$ cat config.mk
export PLATFORM = sky130hd
export DESIGN_NAME = multi_cycle_control
export DESIGN_NICKNAME = d
export VERILOG_FILES = /design/src/rtl/multi_cycle_control.sv
export SDC_FILE = /design/constraint.sdc
export NUM_CORES = 1
export LEC_CHECK = 0
export BUFFER_PORTS_ARGS = -buffer_cell sky130_fd_sc_hd__buf_2
export CAP_MARGIN = 20
export CORE_ASPECT_RATIO = 0.7
export CORE_MARGIN = 1.5
export CORE_UTILIZATION = 25
export DETAILED_ROUTE_END_ITERATION = 7
export GPL_ROUTABILITY_DRIVEN = 0
export MAX_ROUTING_LAYER = met4
export SYNTH_ARGS = -nofsm -noshare
export SYNTH_HDL_FRONTEND = slang
export SYNTH_SLANG_ARGS = --single-unit
$ cat constraint.sdc
create_clock -name clk -period 2.6 [get_ports clk]
set_clock_uncertainty 0.05 [all_clocks]
set_input_delay 0.26 -clock clk [delete_from_list [all_inputs] [get_ports clk]]
set_output_delay 0.26 -clock clk [all_outputs]
set_load 0.05 [all_outputs]
$ cat src/rtl/multi_cycle_control.sv
// Multi-cycle control FSM: sequences the shared ALU, unified memory port and register file
// over several cycles per instruction, with a memory ready handshake and a retire counter.
module multi_cycle_control (
  input  logic        clk,
  input  logic        reset,
  input  logic [6:0]  OP_i,
  input  logic        Zero_i,
  input  logic        Mem_Ready_i,
  output logic        PC_Write_o,
  output logic        Branch_o,
  output logic        Branch_Taken_o,
  output logic        IR_Write_o,
  output logic        IorD_o,
  output logic        Mem_Read_o,
  output logic        Mem_Write_o,
  output logic        Reg_Write_o,
  output logic [1:0]  ALU_Src_A_o,
  output logic [1:0]  ALU_Src_B_o,
  output logic [2:0]  ALU_Op_o,
  output logic [1:0]  Result_Src_o,
  output logic        Illegal_o,
  output logic [3:0]  State_o,
  output logic [15:0] Instr_Count_o
);

  localparam int unsigned CNT_W = 16;

  localparam logic [6:0] OP_R      = 7'b0110011;
  localparam logic [6:0] OP_I      = 7'b0010011;
  localparam logic [6:0] OP_LUI    = 7'b0110111;
  localparam logic [6:0] OP_LOAD   = 7'b0000011;
  localparam logic [6:0] OP_STORE  = 7'b0100011;
  localparam logic [6:0] OP_BRANCH = 7'b1100011;
  localparam logic [6:0] OP_JAL    = 7'b1101111;

  typedef enum logic [3:0] {
    S_FETCH     = 4'd0,
    S_DECODE    = 4'd1,
    S_MEM_ADDR  = 4'd2,
    S_MEM_READ  = 4'd3,
    S_MEM_WB    = 4'd4,
    S_MEM_WRITE = 4'd5,
    S_EXEC_R    = 4'd6,
    S_EXEC_I    = 4'd7,
    S_ALU_WB    = 4'd8,
    S_BRANCH    = 4'd9,
    S_JAL       = 4'd10,
    S_LUI       = 4'd11
  } state_e;

  state_e             state_q, state_d;
  logic [CNT_W-1:0]   count_q, count_d;

  logic pc_write, ir_write, mem_read, mem_write, reg_write, illegal, branch, retire;

  always_ff @(posedge clk) begin
    if (!reset) begin
      state_q <= S_FETCH;
      count_q <= '0;
    end else begin
      state_q <= state_d;
      count_q <= count_d;
    end
  end

  always_comb begin
    state_d      = state_q;
    count_d      = count_q;
    pc_write     = 1'b0;
    ir_write     = 1'b0;
    mem_read     = 1'b0;
    mem_write    = 1'b0;
    reg_write    = 1'b0;
    illegal      = 1'b0;
    branch       = 1'b0;
    retire       = 1'b0;
    IorD_o       = 1'b0;
    ALU_Src_A_o  = 2'b00;
    ALU_Src_B_o  = 2'b00;
    ALU_Op_o     = 3'b000;
    Result_Src_o = 2'b00;

    case (state_q)
      S_FETCH: begin
        mem_read     = 1'b1;
        ALU_Src_B_o  = 2'b10;
        ALU_Op_o     = 3'b010;
        Result_Src_o = 2'b10;
        if (Mem_Ready_i) begin
          ir_write = 1'b1;
          pc_write = 1'b1;
          state_d  = S_DECODE;
        end
      end
      S_DECODE: begin
        ALU_Src_A_o = 2'b01;
        ALU_Src_B_o = 2'b01;
        ALU_Op_o    = 3'b010;
        case (OP_i)
          OP_LOAD, OP_STORE: state_d = S_MEM_ADDR;
          OP_R:              state_d = S_EXEC_R;
          OP_I:              state_d = S_EXEC_I;
          OP_LUI:            state_d = S_LUI;
          OP_BRANCH:         state_d = S_BRANCH;
          OP_JAL:            state_d = S_JAL;
          default: begin
            illegal = 1'b1;
            state_d = S_FETCH;
          end
        endcase
      end
      S_MEM_ADDR: begin
        ALU_Src_A_o = 2'b10;
        ALU_Src_B_o = 2'b01;
        ALU_Op_o    = 3'b010;
        state_d     = (OP_i == OP_LOAD) ? S_MEM_READ : S_MEM_WRITE;
      end
      S_MEM_READ: begin
        IorD_o   = 1'b1;
        mem_read = 1'b1;
        if (Mem_Ready_i) state_d = S_MEM_WB;
      end
      S_MEM_WB: begin
        Result_Src_o = 2'b01;
        reg_write    = 1'b1;
        retire       = 1'b1;
        state_d      = S_FETCH;
      end
      S_MEM_WRITE: begin
        IorD_o    = 1'b1;
        mem_write = 1'b1;
        if (Mem_Ready_i) begin
          retire  = 1'b1;
          state_d = S_FETCH;
        end
      end
      S_EXEC_R: begin
        ALU_Src_A_o = 2'b10;
        state_d     = S_ALU_WB;
      end
      S_EXEC_I: begin
        ALU_Src_A_o = 2'b10;
        ALU_Src_B_o = 2'b01;
        ALU_Op_o    = 3'b001;
        state_d     = S_ALU_WB;
      end
      S_LUI: begin
        ALU_Src_B_o = 2'b01;
        ALU_Op_o    = 3'b100;
        state_d     = S_ALU_WB;
      end
      S_ALU_WB: begin
        reg_write = 1'b1;
        retire    = 1'b1;
        state_d   = S_FETCH;
      end
      S_BRANCH: begin
        ALU_Src_A_o = 2'b10;
        ALU_Op_o    = 3'b011;
        branch      = 1'b1;
        retire      = 1'b1;
        state_d     = S_FETCH;
      end
      S_JAL: begin
        // Target was computed into ALUOut during DECODE; ALU now forms OldPC+4 for rd.
        ALU_Src_A_o = 2'b01;
        ALU_Src_B_o = 2'b10;
        ALU_Op_o    = 3'b010;
        pc_write    = 1'b1;
        state_d     = S_ALU_WB;
      end
      default: state_d = S_FETCH;
    endcase

    if (retire) count_d = count_q + CNT_W'(1);
  end

  // Write strobes are suppressed while reset is held so an abandoned instruction has no effect.
  assign PC_Write_o     = pc_write  & reset;
  assign IR_Write_o     = ir_write  & reset;
  assign Mem_Read_o     = mem_read  & reset;
  assign Mem_Write_o    = mem_write & reset;
  assign Reg_Write_o    = reg_write & reset;
  assign Illegal_o      = illegal   & reset;
  assign Branch_o       = branch;
  assign Branch_Taken_o = branch & Zero_i;
  assign State_o        = state_q;
  assign Instr_Count_o  = count_q;

endmodule

==> results.txt <==
The post-layout net count is 242. The mean instance size in the synthesized netlist is roughly 7.7 um2. The starting utilization of the core area came out at 0.257. Final hold analysis gives a worst-case slack of between 0.3 and 0.4 ns. The worst hold path belongs to the class in2reg.

The portion of the clock cycle consumed by the worst path in the final layout is 0.879. The synthesis warning total came out at 0. TritonCTS built the clock tree.

The first-pass detailed-route iteration total came out at 4. The worst setup path is of the reg2out kind. Walking the worst path, the cells encountered are and2b_2, o21ai_0, nor3_1, buf_2. Setup repair after global routing left no endpoint under its margin. Setup violations remaining at the end of the flow were counted as 0. The total routing resource utilization after global routing is 0.130. The library cell used most frequently in the layout, excluding fill and tap cells, is buf_2. The remaining routing DRC violations is 0. The origin of the critical flop-to-flop path is State_o[2]. The worst endpoint required time came out at ~2.3 ns.

The clock slew seen by the registers of the worst setup and hold paths is 0.07 ns. Entering global routing, the biggest net connects 27 pins. The synthesized instance count is 188.

Dividing the detail-routed via count by the number of cells gives around 5.2. The delay of the slowest cell on the worst path came out at 0.77 ns. Detailed routing inserted a total of between 1500 and 2000 vias.

Among cell families on the critical path, the largest total delay comes from flip-flops. The number of buffers inserted for hold repair after clock tree synthesis came out at 0. The highest-delay cell along the critical path is dfxtp_1.

The synthesis-stage register bit count came out at 20. The deepest level of the CTS H-tree is 1. The post-synth net total is 200. For this run, asynchronously set or reset flops after synthesis account for 0.

After synthesis the cells add up to 1460 um2. The final hold violation count came out at 0. At the pin with the least slew margin, the transition time is 0.684 ns. The clock latency of the later-clocked register in the worst-skew pair is 0.26 ns.

The number of pins with negative max-slew slack in the final report is 0. The initial antenna violation count came out at 0. The share of the Yosys chip area taken by registers is 0.275. After floorplanning, the core was sized to cover 5670 um2. The clock passes through at most 2 buffers. The overall die area is 6290 um2. Static timing analysis puts the maximum clock frequency at 437 MHz. The count of cell types in the netlist came out at 50. The count of standard-cell rows came out at 23.

The largest vdd supply drop is 0.165 mV. During placement, the flow inserted port buffers numbering 48. The flow ran to the end, and the final reports show no timing, DRC or antenna violations. The layout has 615 filler cells. The critical path endpoint category is an output pin. The die is 94.2 um wide. The prevailing post-synth register cell is dfxtp_1. The wire length of the first global-routing pass is 6.27 mm. The via count of the first global-routing pass was 1285. The leakage power is 0.000720 uW. In the layout the commonest cells are buf_2 (48), dfxtp_1 (20), a21oi_1 (16), nor2_1 (15), nand2_1 (14). The number of synthesized flops with an enable pin came out at 0. Counting the buffers created by CTS gives 3. The overflow left after global routing came out at 0.

At the end of the flow the core is filled with cells to 0.318. The per-cell routed wire length came out at 13.0 um. Clock tree synthesis selected as its root buffer the cell clkbuf_8. The count of pins on the block boundary came out at 49.

The launch point of the worst path is State_o[2]. CTS saw 20 sinks. The total of cells resized after clock tree synthesis came out at 0.

The kind of launch point of the worst setup path is a flip-flop. The post-CTS repair timing setup buffer count came out at 0. The violation count after the first detailed-route iteration came out at 133.

The buffers plus inverters on the worst setup path is 1. The ratio of cells with drive above 1 in the final layout came out at 0.307. The count of nets left with antenna violations after detail routing came out at 0.

The wire length after detailed routing is 3.93 mm. The die is 66.8 um tall. The number of antenna cells inserted is 0.

The reported max-cap violation count came out at 0. The launch point of the worst hold path is OP_i[0]. The highest net fanout along the worst path is 20.

The worst slew margin relative to its limit came out at 0.543. The post-DP HPWL came out at 2.90 mm. Timing analysis after detailed placement gives a worst setup slack of 0.598 ns. The endpoint arrival time on the critical path is 1.98 ns.

The minimum clock period is 2.29 ns. The total negative slack came out at 0 ns. From synthesis to final layout, the design area changed by 23.8%. The power per cell area is roughly 360 nW/um2. The final worst setup slack is between 0.3 and 0.4 ns.
-- area by class of cell --
type | instances | area [um2] | area share
Tap cell | 75 | 93.8 | 0.0521
Inverter | 4 | 15.0 | 0.00833
Timing Repair Buffer | 50 | 255 | 0.142
Multi-Input combinational cell | 151 | 996 | 0.553
Clock buffer | 3 | 41.3 | 0.0229
Sequential cell | 20 | 400 | 0.222
-- worst register-to-register path, stage by stage, from the launching register on --
cell	delay (ns)
dfxtp_1	0.77
and2b_2	0.30
a21oi_4	0.16
or4_1	0.54
a21oi_1	0.14
-- routing by layer --
| layer | global-route usage | share of wire | up-vias |
|---|---|---|---|
| met2 | 0.175 | 0.40 | 51 |
| met4 | 0.0112 | 0.0018 | 0 |
| met3 | 0.0422 | 0.070 | 2 |
| li1 | - | - | 776 |
| met5 | - | 0 | - |
| met1 | 0.192 | 0.53 | 741 |
-- final timing paths --
| kind | cells after the start | end | slack (ns) |
|---|---|---|---|
| max reg2reg | 4 | Instr_Count_o[9] | 0.58 |
| max | 4 | Reg_Write_o | 0.31 |
| min | 3 | State_o[1] | 0.32 |
| min reg2reg | 2 | Instr_Count_o[15] | 0.42 |
-- sequential cells by signal, summed over array words and instances, names as in the netlist --
signal / count
State_o: 4
Instr_Count_o: 16
-- through the flow --
stage | power [uW] | instance area [um2] | instances
after floorplan | 413 | 1480 | 188
after global placement | 445 | 1760 | 300
after detailed placement | 446 | 1760 | 300
after CTS | 648 | 1800 | 303
after global routing | 678 | 1800 | 303
final | 643 | 1800 | 303
-- cells in the mapped netlist (5+ instances only) --
library cell  instances  area [um2]
clkbuf_1              7        26.3
dfxtp_1              20         400
nand3_1               6        30.0
nor4_1                7        43.8
o21ai_0               9        45.0
and3_1                5        31.3
nand2b_1             10        62.6
nor3_1                6        30.0
or3_1                 5        31.3
nor2_1               15        56.3
nand2_1              14        52.6
mux2i_1               7        70.1
a21oi_1              16        80.1
-- power breakdown --
| group | internal (uW) | leakage [uW] | total [uW] | switching [uW] |
|---|---|---|---|---|
| registers | 308 | 0.000161 | 311 | 3.56 |
| clock network | 103 | 0.0000216 | 204 | 101 |
| logic | 35.9 | 0.000537 | 128 | 91.8 |
| total | 447 | 0.000720 | 643 | 196 |
-- cell families after synthesis --
group                      after synthesis  share of synthesized area
muxes                                    7                     0.0482
adders and majority gates                1                    0.00860
xor gates and xnor gates                 1                    0.00602
DFF                                     20                      0.275
buffers and inverters                   17                     0.0567
AOI/OAI and AO/OA                       42                      0.195
and+or+nand+nor                        100                      0.410
(Power assumes the default switching activity.)
